===== src/rtl/data_mem_responder_if.sv =====
// Data-memory port bundle shared by the core (master) and the memory responder (slave).
interface data_mem_responder_if #(
  parameter int DATA_W = 32,
  parameter int ADDR_W = 9
);
  logic              wr;
  logic              rd;
  logic [ADDR_W-1:0] addr;
  logic [DATA_W-1:0] wr_data;
  logic [2:0]        funct3;
  logic [DATA_W-1:0] rd_data;
  logic              busy;
  logic              done;
  logic              err;

  modport master (
    output wr, rd, addr, wr_data, funct3,
    input  rd_data, busy, done, err
  );

  modport slave (
    input  wr, rd, addr, wr_data, funct3,
    output rd_data, busy, done, err
  );
endinterface


===== src/rtl/data_mem_responder.sv =====
// Single-outstanding data-memory responder: programmable wait states, then an
// RV32 byte/half/word load or store with sign/zero extension and error reporting.
module data_mem_responder #(
  parameter int DATA_W  = 32,
  parameter int ADDR_W  = 9,
  parameter int LATENCY = 2
) (
  input  logic                 clk,
  input  logic                 reset,
  data_mem_responder_if.slave  bus
);
  localparam int         WORDS    = 2 ** (ADDR_W - 2);
  localparam bit         ZERO_LAT = (LATENCY == 0);
  localparam logic [3:0] CNT_INIT = ZERO_LAT ? 4'd0 : 4'(LATENCY - 1);

  typedef enum logic [1:0] {IDLE, WAIT, RESP} state_t;

  state_t            state;
  logic [3:0]        cnt;
  logic              lat_wr, lat_rd;
  logic [ADDR_W-1:0] lat_addr;
  logic [DATA_W-1:0] lat_data;
  logic [2:0]        lat_f3;
  logic [DATA_W-1:0] rd_data_q;
  logic              busy_q, done_q, err_q;

  logic [DATA_W-1:0] mem [WORDS];

  logic              op_wr, op_rd;
  logic [ADDR_W-1:0] op_addr;
  logic [DATA_W-1:0] op_data;
  logic [2:0]        op_f3;
  logic              req, exec;
  logic [ADDR_W-3:0] idx;
  logic [1:0]        lane;
  logic [4:0]        shamt;
  logic [DATA_W-1:0] cur_word, load_val, store_val, mask, lane_data;
  logic [7:0]        byte_v;
  logic [15:0]       half_v;
  logic              bad_f3, misaligned, acc_err;

  // With zero wait states the access executes on the accept edge, so the
  // operands come straight from the bus while idle and from the latch otherwise.
  always_comb begin
    op_wr   = lat_wr;
    op_rd   = lat_rd;
    op_addr = lat_addr;
    op_data = lat_data;
    op_f3   = lat_f3;
    if (state == IDLE) begin
      op_wr   = bus.wr;
      op_rd   = bus.rd;
      op_addr = bus.addr;
      op_data = bus.wr_data;
      op_f3   = bus.funct3;
    end
    req  = bus.wr | bus.rd;
    exec = ((state == IDLE) && req && ZERO_LAT) || ((state == WAIT) && (cnt == 4'd0));

    idx      = op_addr[ADDR_W-1:2];
    lane     = op_addr[1:0];
    shamt    = {lane, 3'b000};
    cur_word = mem[idx];
    byte_v   = 8'(cur_word >> shamt);
    half_v   = op_addr[1] ? cur_word[31:16] : cur_word[15:0];

    load_val = '0;
    case (op_f3)
      3'b000:  load_val = {{24{byte_v[7]}}, byte_v};
      3'b001:  load_val = {{16{half_v[15]}}, half_v};
      3'b010:  load_val = cur_word;
      3'b100:  load_val = {24'd0, byte_v};
      3'b101:  load_val = {16'd0, half_v};
      default: load_val = '0;
    endcase

    if (op_wr)
      bad_f3 = !(op_f3 inside {3'b000, 3'b001, 3'b010});
    else
      bad_f3 = !(op_f3 inside {3'b000, 3'b001, 3'b010, 3'b100, 3'b101});
    misaligned = ((op_f3[1:0] == 2'b01) && op_addr[0]) ||
                 ((op_f3[1:0] == 2'b10) && (lane != 2'b00));
    acc_err    = (op_wr & op_rd) | bad_f3 | misaligned;

    case (op_f3[1:0])
      2'b00: begin
        mask      = 32'h0000_00FF << shamt;
        lane_data = {4{op_data[7:0]}};
      end
      2'b01: begin
        mask      = op_addr[1] ? 32'hFFFF_0000 : 32'h0000_FFFF;
        lane_data = {2{op_data[15:0]}};
      end
      default: begin
        mask      = '1;
        lane_data = op_data;
      end
    endcase
    store_val = (cur_word & ~mask) | (lane_data & mask);
  end

  // The array has no reset; a reset edge suppresses any pending commit.
  always_ff @(posedge clk) begin
    if (reset && exec && op_wr && !acc_err)
      mem[idx] <= store_val;
  end

  always_ff @(posedge clk) begin
    if (!reset) begin
      state     <= IDLE;
      cnt       <= 4'd0;
      rd_data_q <= '0;
      busy_q    <= 1'b0;
      done_q    <= 1'b0;
      err_q     <= 1'b0;
      lat_wr    <= 1'b0;
      lat_rd    <= 1'b0;
      lat_addr  <= '0;
      lat_data  <= '0;
      lat_f3    <= 3'd0;
    end else begin
      done_q <= 1'b0;
      err_q  <= 1'b0;
      if ((state == IDLE) && req) begin
        lat_wr   <= bus.wr;
        lat_rd   <= bus.rd;
        lat_addr <= bus.addr;
        lat_data <= bus.wr_data;
        lat_f3   <= bus.funct3;
      end
      if (exec) begin
        state  <= RESP;
        busy_q <= 1'b1;
        done_q <= 1'b1;
        err_q  <= acc_err;
        if (op_rd && !acc_err)
          rd_data_q <= load_val;
      end else begin
        case (state)
          IDLE: begin
            if (req) begin
              state  <= WAIT;
              cnt    <= CNT_INIT;
              busy_q <= 1'b1;
            end
          end
          WAIT: cnt <= cnt - 4'd1;
          RESP: begin
            state  <= IDLE;
            busy_q <= 1'b0;
          end
          default: begin
            state  <= IDLE;
            busy_q <= 1'b0;
          end
        endcase
      end
    end
  end

  assign bus.rd_data = rd_data_q;
  assign bus.busy    = busy_q;
  assign bus.done    = done_q;
  assign bus.err     = err_q;
endmodule

===== src/flat_wrapper.sv =====
// flat-port wrapper written by rule: the top's interface ports become plain ports
module data_mem_responder_flat 
#(
  parameter int DATA_W  = 32,
  parameter int ADDR_W  = 9,
  parameter int LATENCY = 2
)
  (clk, reset, bus_wr, bus_rd, bus_addr, bus_wr_data, bus_funct3, bus_rd_data, bus_busy, bus_done, bus_err);
  data_mem_responder_if #(.DATA_W(DATA_W), .ADDR_W(ADDR_W)) bus_i ();
  input  logic clk;
  input  logic reset;
  input wire logic [$bits(bus_i.wr)-1:0] bus_wr;
  input wire logic [$bits(bus_i.rd)-1:0] bus_rd;
  input wire logic [$bits(bus_i.addr)-1:0] bus_addr;
  input wire logic [$bits(bus_i.wr_data)-1:0] bus_wr_data;
  input wire logic [$bits(bus_i.funct3)-1:0] bus_funct3;
  output wire logic [$bits(bus_i.rd_data)-1:0] bus_rd_data;
  output wire logic [$bits(bus_i.busy)-1:0] bus_busy;
  output wire logic [$bits(bus_i.done)-1:0] bus_done;
  output wire logic [$bits(bus_i.err)-1:0] bus_err;
  assign bus_i.wr = bus_wr;
  assign bus_i.rd = bus_rd;
  assign bus_i.addr = bus_addr;
  assign bus_i.wr_data = bus_wr_data;
  assign bus_i.funct3 = bus_funct3;
  assign bus_rd_data = bus_i.rd_data;
  assign bus_busy = bus_i.busy;
  assign bus_done = bus_i.done;
  assign bus_err = bus_i.err;
  data_mem_responder #(.DATA_W(DATA_W), .ADDR_W(ADDR_W), .LATENCY(LATENCY)) u_core (.clk(clk), .reset(reset), .bus(bus_i));
endmodule

===== config.mk =====
export PLATFORM = sky130hd
export DESIGN_NAME = data_mem_responder_flat
export DESIGN_NICKNAME = d
export VERILOG_FILES = /design/src/rtl/data_mem_responder_if.sv /design/src/rtl/data_mem_responder.sv /design/src/flat_wrapper.sv
export SDC_FILE = /design/constraint.sdc
export NUM_CORES = 2
export LEC_CHECK = 0
export CAP_MARGIN = 40
export CORE_MARGIN = 5
export CORE_UTILIZATION = 58
export DETAILED_ROUTE_END_ITERATION = 12
export PLACE_DENSITY_LB_ADDON = 0.15
export SLEW_MARGIN = 40
export SYNTH_ARGS = -nofsm -noshare
export SYNTH_HDL_FRONTEND = slang
export SYNTH_SLANG_ARGS = --single-unit

===== constraint.sdc =====
create_clock -name clk -period 17.7 [get_ports clk]
set_input_delay 3.54 -clock clk [delete_from_list [all_inputs] [get_ports clk]]
set_output_delay 3.54 -clock clk [all_outputs]
set_load 0.03 [all_outputs]

Word-level counts from Yosys, hierarchy flattened

Memory sizes are Yosys's and may differ from the RTL's.
Index checks and enable logic that the tools add are counted.

Reduce and logical (&&, ||, !) cells: 26
$add $sub $neg: 1
Bitwise logic cells: 11
Equality and inequality tests: 10
Shifts and indexed selects: 2
Multiplexer cells: 22

Operator list:

| kind                                                 | number |
|---|---|
| one-hot mux 32 bit (5 select lines)                  | 1 |
| one-hot mux 32 bit (2 select lines)                  | 2 |
| AND 32 bit                                           | 2 |
| 2-to-1 mux 32 bit                                    | 2 |
| inverter 32 bit                                      | 1 |
| OR 32 bit                                            | 1 |
| << shifter 8 x 5 -> 32 bit (first input constant)    | 1 |
| right shift 32 x 5 -> 8 bit                          | 1 |
| 2-to-1 mux 16 bit                                    | 1 |
| 2-to-1 mux 9 bit                                     | 1 |
| logical AND 1 bit                                    | 8 |
| 2-to-1 mux 1 bit                                     | 8 |
| one-hot mux 4 bit (2 select lines)                   | 1 |
| AND reduction 2 bit                                  | 4 |
| equality test 3 bit (second input constant)          | 2 |
| nonzero test 5 bit                                   | 1 |
| equality test 2 x 1 -> 1 bit (second input constant) | 2 |
| zero test 2 bit                                      | 2 |
| zero test 4 bit                                      | 1 |
| 2-to-1 mux 2 bit                                     | 2 |
| 2-to-1 mux 4 bit                                     | 1 |
| != test 2 x 1 -> 1 bit (second input constant)       | 2 |
| one-hot mux 2 bit (2 select lines)                   | 1 |
| nonzero test 2 bit                                   | 2 |
| 16 further kinds                                     | 22 |

RAM bits: 4096
Output and inout bits: 35
Memories: 1
Register bits: 87

Memories:

| name       | words | bits a word | rd ports | clocked after Yosys merged registers in | wr ports | line                     | text |
|---|---|---|---|---|---|---|---|
| u_core.mem | 128   | 32          | 1        | 0                                       | 1        | data_mem_responder.sv:27 | `logic [DATA_W-1:0] mem [WORDS];` |

Logic depth before layout (Yosys ltp)

Word-level depth: 12
Mapped depth: 19

Worst setup path after synthesis

OpenSTA, ideal clock, no wires.

Kind: input to register
From: input bus_addr[2]
To: memory u_core.mem[0][17], data pin
Slack: 5602 ps
Stages on the path: 12
Setup time: 1228 ps
Data arrival time: 10871 ps
Cell sequence: or3b_1 -> buf_2 -> buf_6 -> nand2_8 -> buf_8 -> buf_6 -> mux2i_1 -> a222oi_1 -> o221ai_1 -> a2111oi_1 -> o22ai_1 -> o31ai_1

Cells in the longest elaborated chain, start to end: 4

Ends and longest elaborated chain:

| what                           | line                     | text |
|---|---|---|
| start: declaration             | flat_wrapper.sv:14       | `input wire logic [$bits(bus_i.addr)-1:0] bus_addr;` |
| 2-to-1 mux 9 bit               | data_mem_responder.sv:50 | `if (state == IDLE) begin` |
| memory read (128 x 32 bit)     | n/a                      |  |
| AND 32 bit                     | data_mem_responder.sv:99 | `store_val = (cur_word & ~mask) \| (lane_data & mask);` |
| OR 32 bit                      | data_mem_responder.sv:99 |  |
| named net u_core.store_val[17] | data_mem_responder.sv:37 | `logic [DATA_W-1:0] cur_word, load_val, store_val, mask, lane_data;` |
| end: declaration               | data_mem_responder.sv:27 |  |

The timed path passes the listed nets, and every way through them passes these cells.

Final worst setup path

From: input bus_addr[3]
To: memory u_core.mem[39][8], data pin

The elaborated chain is that of the path after synthesis.

==> metrics list <==
* Depth of the worst register-to-register path: 16
- # hold bufs at CTS: 0
* HPWL reported at the end of detailed placement: 324000 µm
- By area, the combinational part of the netlist is dominated by compound AO/OA/AOI/OAI gates.
- The first global-routing pass estimated 804000 µm of wire.
- Class of the most critical setup path: input port to flop
- Static timing analysis puts the maximum clock frequency at 97.8 MHz.
- Root Buffer Master: sky130_fd_sc_hd__clkbuf_16
* Worst hold path startpoint: u_core.lat_data[26]
* Antenna violations before repair: 31
* Average wire per cell in the routed design: 41.4 µm
* Antenna Violating Nets Remaining: 0
* Min cycle time layout: 10220 ps
- The cell area that synthesis handed to floorplanning was 0.159 mm².
- Commonest non-fill, non-tap cell in the layout: sky130_fd_sc_hd__edfxtp_1
- The largest single stage delay on the critical path is 880 ps.
- The Yosys step of the flow raised 0 warnings.
* Slowest-stage cell, CP: sky130_fd_sc_hd__clkdlybuf4s50_1
- Number of clock buffers inserted by TritonCTS: 411
- The signal on the critical path passes through clkdlybuf4s50_1 -> nand2_1 -> mux2_8 -> buf_12 -> buf_4 -> o221ai_1 -> a211oi_1 -> o22ai_1 -> nor2_1 -> nand4_1 -> o21ai_4 -> buf_6 -> buf_16.
- Of the post-synthesis cell area, the part taken by muxes is 1.17%.
* Count of flip-flops with a built-in enable after synthesis: 4096
- The final count of pins violating max slew came to 0.
* Net total in the final layout: 10391
- Register-to-register setup slack: 9820 ps
- Summing the areas of all fa, ha and maj instances in the mapped netlist gives 0.00788% of the synthesized area.
- For the worst setup path, the data arrival time is 10890 ps.
- The first detailed-routing pass ran for 6 iterations.
- The H-tree was split into 5 levels.
* Worst-case clock skew: 109 ps
* DRT iter0 DRCs: 21742
- Final Wtd Congestion: 0.942
- Fraction of post-synthesis cell area in the top cell type by area: 77.5%
- In the final layout, flip-flops and latches occupy 0.125 mm².
* Power density relative to cell area: 143 mW/mm²
- Adding up every negative setup slack in the final design gives 0 ps.
- Timing startpoint of the critical path: bus_addr[3]
* Maximum number of pins on one net before global-route repair: 157
* Total setup buffers inserted after CTS: 0
- In this run the worst hold path is classified as flop to flop.
* Die height: 533 µm
- Clock-pin slew was measured on the worst setup and hold paths at 60 ps.
* Number of instances in the placed design: 13507
- In the global route stage, overall resource usage came out at 40.6%.
* Number of buffer and inverter stages on the critical path: 5
- The worst pin sits at a relative slew slack of 30.3%.
* RR Startpoint: u_core.state[0]
- Initial Utilization: 58.1%
- After filler insertion, the fill cell instance count of the layout stands at 18696.
* Vias in the first global route: 99551
* Standard cell core area: 0.273 mm²
- Share of layout cells above drive strength 1: 12.7%
* Number of top-level design ports: 83
- Setup violations remaining at the end of the flow were counted as 0.
- Setup repair after global routing missed its margin: false
- Row Count: 192
- During placement, the flow inserted port buffers numbering 82.
* Worst slew pin tran: 1040 ps
- Count of unique library cells instantiated by Yosys: 97
* Synthesized-area fraction occupied by ao, oa, aoi and oai cells: 11.1%
* WP data required: 18370 ps
- Clock insertion delay at the later pin of the skew report: 1010 ps
- TritonCTS built the clock tree.
- Combined area of the multi-input logic cells: 0.0325 mm²
- Max Root-Sink Buffers: 4
- The number of endpoints with negative hold slack in the final report was 0.
- After clock tree synthesis, the repair step resized 0 gates.
* Number of vias after detailed routing: 106889
- Once layout is complete, the cells apart from fillers number 14298.
* Outcome: complete, no violations
* Simple-gate portion of the synthesized area: 6.62%
* Main area contributors after synthesis: sky130_fd_sc_hd__edfxtp_1 78%, sky130_fd_sc_hd__o22ai_1 4.2%, sky130_fd_sc_hd__nand2_1 2.2%, sky130_fd_sc_hd__nand3_1 1.4%, sky130_fd_sc_hd__nor3_1 1.3%
- In the routed layout, each cell is associated on average with a via count of 7.48.
- Summing the areas of all xor and xnor instances in the mapped netlist gives 0% of the synthesized area.
* Type of element launching the critical path: input port
* Leakage power: 55.9 nW
* Async set or reset register ratio after synthesis: 0%
* Crit path depth: 13
* Critical path fanouts, max: 103
* Full die area: 0.284 mm²
- Worst hold path depth: 2
- The synthesized design contains 4183 register bits.
* Routed wire length: 592000 µm
* Die extent in x: 533 µm
* Largest vdd supply drop: 0.000149 V
- Sequential cell area fraction in the yosys report: 78.6%
* Max-capacitance violation count: 0
- In the synthesized netlist the dominant register cell turns out to be sky130_fd_sc_hd__edfxtp_1.
- Top library cells by usage in the layout, fill and taps aside: 4096 x sky130_fd_sc_hd__edfxtp_1, 1072 x sky130_fd_sc_hd__o22ai_1, 905 x sky130_fd_sc_hd__nand2_1
- In this design, the largest share of critical-path delay is due to buffers and inverters.
- From synthesis to final layout, the design area changed by 13.2%.
- DRC Markers: 0
- Ratio of final minimum period to clock period: 57.8%
* Synthesized Nets: 10186
- Synthesis handed over a netlist of 10137 instances.
- Of all cell types, the one taking the most synthesized area is sky130_fd_sc_hd__edfxtp_1.
* Mean post-synth cell area: 15.7 µm²
* Type of destination of the critical path: flop
- The clock drives 4183 sinks.
- For this run the aggregate overflow at the end of global routing stands at 0.
==> Yosys cell counts (13+ instances only) <==
| master | count |
|---|---|
| sky130_fd_sc_hd__clkbuf_1 | 178 |
| sky130_fd_sc_hd__o2111ai_1 | 24 |
| sky130_fd_sc_hd__a222oi_1 | 25 |
| sky130_fd_sc_hd__buf_1 | 42 |
| sky130_fd_sc_hd__a31oi_1 | 186 |
| sky130_fd_sc_hd__a32oi_1 | 35 |
| sky130_fd_sc_hd__dfxtp_1 | 87 |
| sky130_fd_sc_hd__nand2b_1 | 23 |
| sky130_fd_sc_hd__a21boi_0 | 50 |
| sky130_fd_sc_hd__a22oi_1 | 132 |
| sky130_fd_sc_hd__buf_2 | 378 |
| sky130_fd_sc_hd__nand3_1 | 456 |
| sky130_fd_sc_hd__nand2_1 | 913 |
| sky130_fd_sc_hd__buf_6 | 43 |
| sky130_fd_sc_hd__mux2i_1 | 142 |
| sky130_fd_sc_hd__a32o_1 | 13 |
| sky130_fd_sc_hd__nor4_1 | 61 |
| sky130_fd_sc_hd__a21oi_1 | 275 |
| sky130_fd_sc_hd__nand4_1 | 15 |
| sky130_fd_sc_hd__o32ai_1 | 25 |
| sky130_fd_sc_hd__o22ai_1 | 1075 |
| sky130_fd_sc_hd__a41oi_1 | 17 |
| sky130_fd_sc_hd__edfxtp_1 | 4096 |
| sky130_fd_sc_hd__buf_4 | 91 |
| sky130_fd_sc_hd__o221ai_1 | 133 |
| sky130_fd_sc_hd__nor2_1 | 361 |
| sky130_fd_sc_hd__o41ai_1 | 61 |
| sky130_fd_sc_hd__o21ai_0 | 415 |
| sky130_fd_sc_hd__o22a_1 | 62 |
| sky130_fd_sc_hd__inv_1 | 15 |
| sky130_fd_sc_hd__a211oi_1 | 41 |
| sky130_fd_sc_hd__nor3_1 | 417 |
| sky130_fd_sc_hd__o211ai_1 | 13 |
| sky130_fd_sc_hd__and3_1 | 29 |
==> flip-flops by register name, indices dropped and copies added, names as in the netlist, 2 cells and up <==
name / cells
u_core.mem: 4096
u_core.cnt: 4
u_core.lat_addr: 9
u_core.lat_f3: 3
u_core.lat_data: 32
u_core.bus.rd_data: 32
u_core.state: 2
==> per-layer routing <==
layer  up-vias  wire (µm)  GRT usage [%]
li1      41283          -              -
met5         -        159              0
met4        24      50000           26.7
met2     10356     252000           58.2
met3      2089      96900           13.4
met1     53137     193000           53.4
==> per-stage QoR <==
step,total power [mW],utilization (%),worst slack (ps),hold WS (ps),area [µm²]
6_report,25.7,65.8,7480,474,180000
5_1_grt,26.2,65.7,7590,494,180000
4_1_cts,25.4,65.6,7760,472,179000
3_5_place_dp,17.1,60.9,6870,464,166000
3_3_place_gp,16.9,60.5,6210,454,165000
2_1_floorplan,15.2,-,5600,443,159000
==> logic make-up (layout without fill, tap and decap cells) <==
kind of cell | count (synthesis) | in the layout
AO/OA/AOI/OAI | 2693 | 2693
adder cells (fa/ha/maj) | 1 | 1
buffers and inverters | 749 | 1291
flip-flops | 4183 | 4183
multiplexers | 170 | 170
other | 0 | 30
AND/OR/NAND/NOR | 2341 | 2341
==> path summary, 6_finish.rpt <==
kind	to
setup / recovery	u_core.mem[39][8]
hold reg to reg	u_core.lat_data[26]
hold / removal	u_core.lat_data[26]
setup reg to reg	u_core.mem[54][2]
==> worst reg2reg max path: stages (launching register included) <==
cell	delay (ps)
sky130_fd_sc_hd__dfxtp_1	310
sky130_fd_sc_hd__buf_4	300
sky130_fd_sc_hd__or2_4	380
sky130_fd_sc_hd__buf_4	710
sky130_fd_sc_hd__mux2i_4	450
sky130_fd_sc_hd__buf_12	400
sky130_fd_sc_hd__buf_4	740
sky130_fd_sc_hd__buf_4	610
sky130_fd_sc_hd__o22ai_1	230
sky130_fd_sc_hd__o21ai_0	550
sky130_fd_sc_hd__o211ai_1	230
sky130_fd_sc_hd__a22oi_1	460
sky130_fd_sc_hd__nand4_1	630
sky130_fd_sc_hd__a211oi_1	610
sky130_fd_sc_hd__nand2_1	180
sky130_fd_sc_hd__o21ai_4	100
sky130_fd_sc_hd__buf_6	550
==> power by group <==
| part | switching, mW | internal [mW] | total, mW |
|---|---|---|---|
| combinational | 3.95 | 0.971 | 4.92 |
| clock | 3.77 | 4.68 | 8.45 |
| sequential | 0.0192 | 12.3 | 12.3 |
| total | 7.74 | 17.9 | 25.7 |
==> final cells by class <==
| type | count | share of cell area (%) |
|---|---|---|
| repair buffers | 526 | 2.80 |
| clock buffers | 510 | 5.97 |
| diodes | 30 | 0.0418 |
| multi-input cells | 5205 | 18.1 |
| inverters | 15 | 0.0313 |
| well taps | 3589 | 2.50 |
| clock inverters | 240 | 1.15 |
| flip-flops and latches | 4183 | 69.4 |
Power figures use the tool's default switching activity.
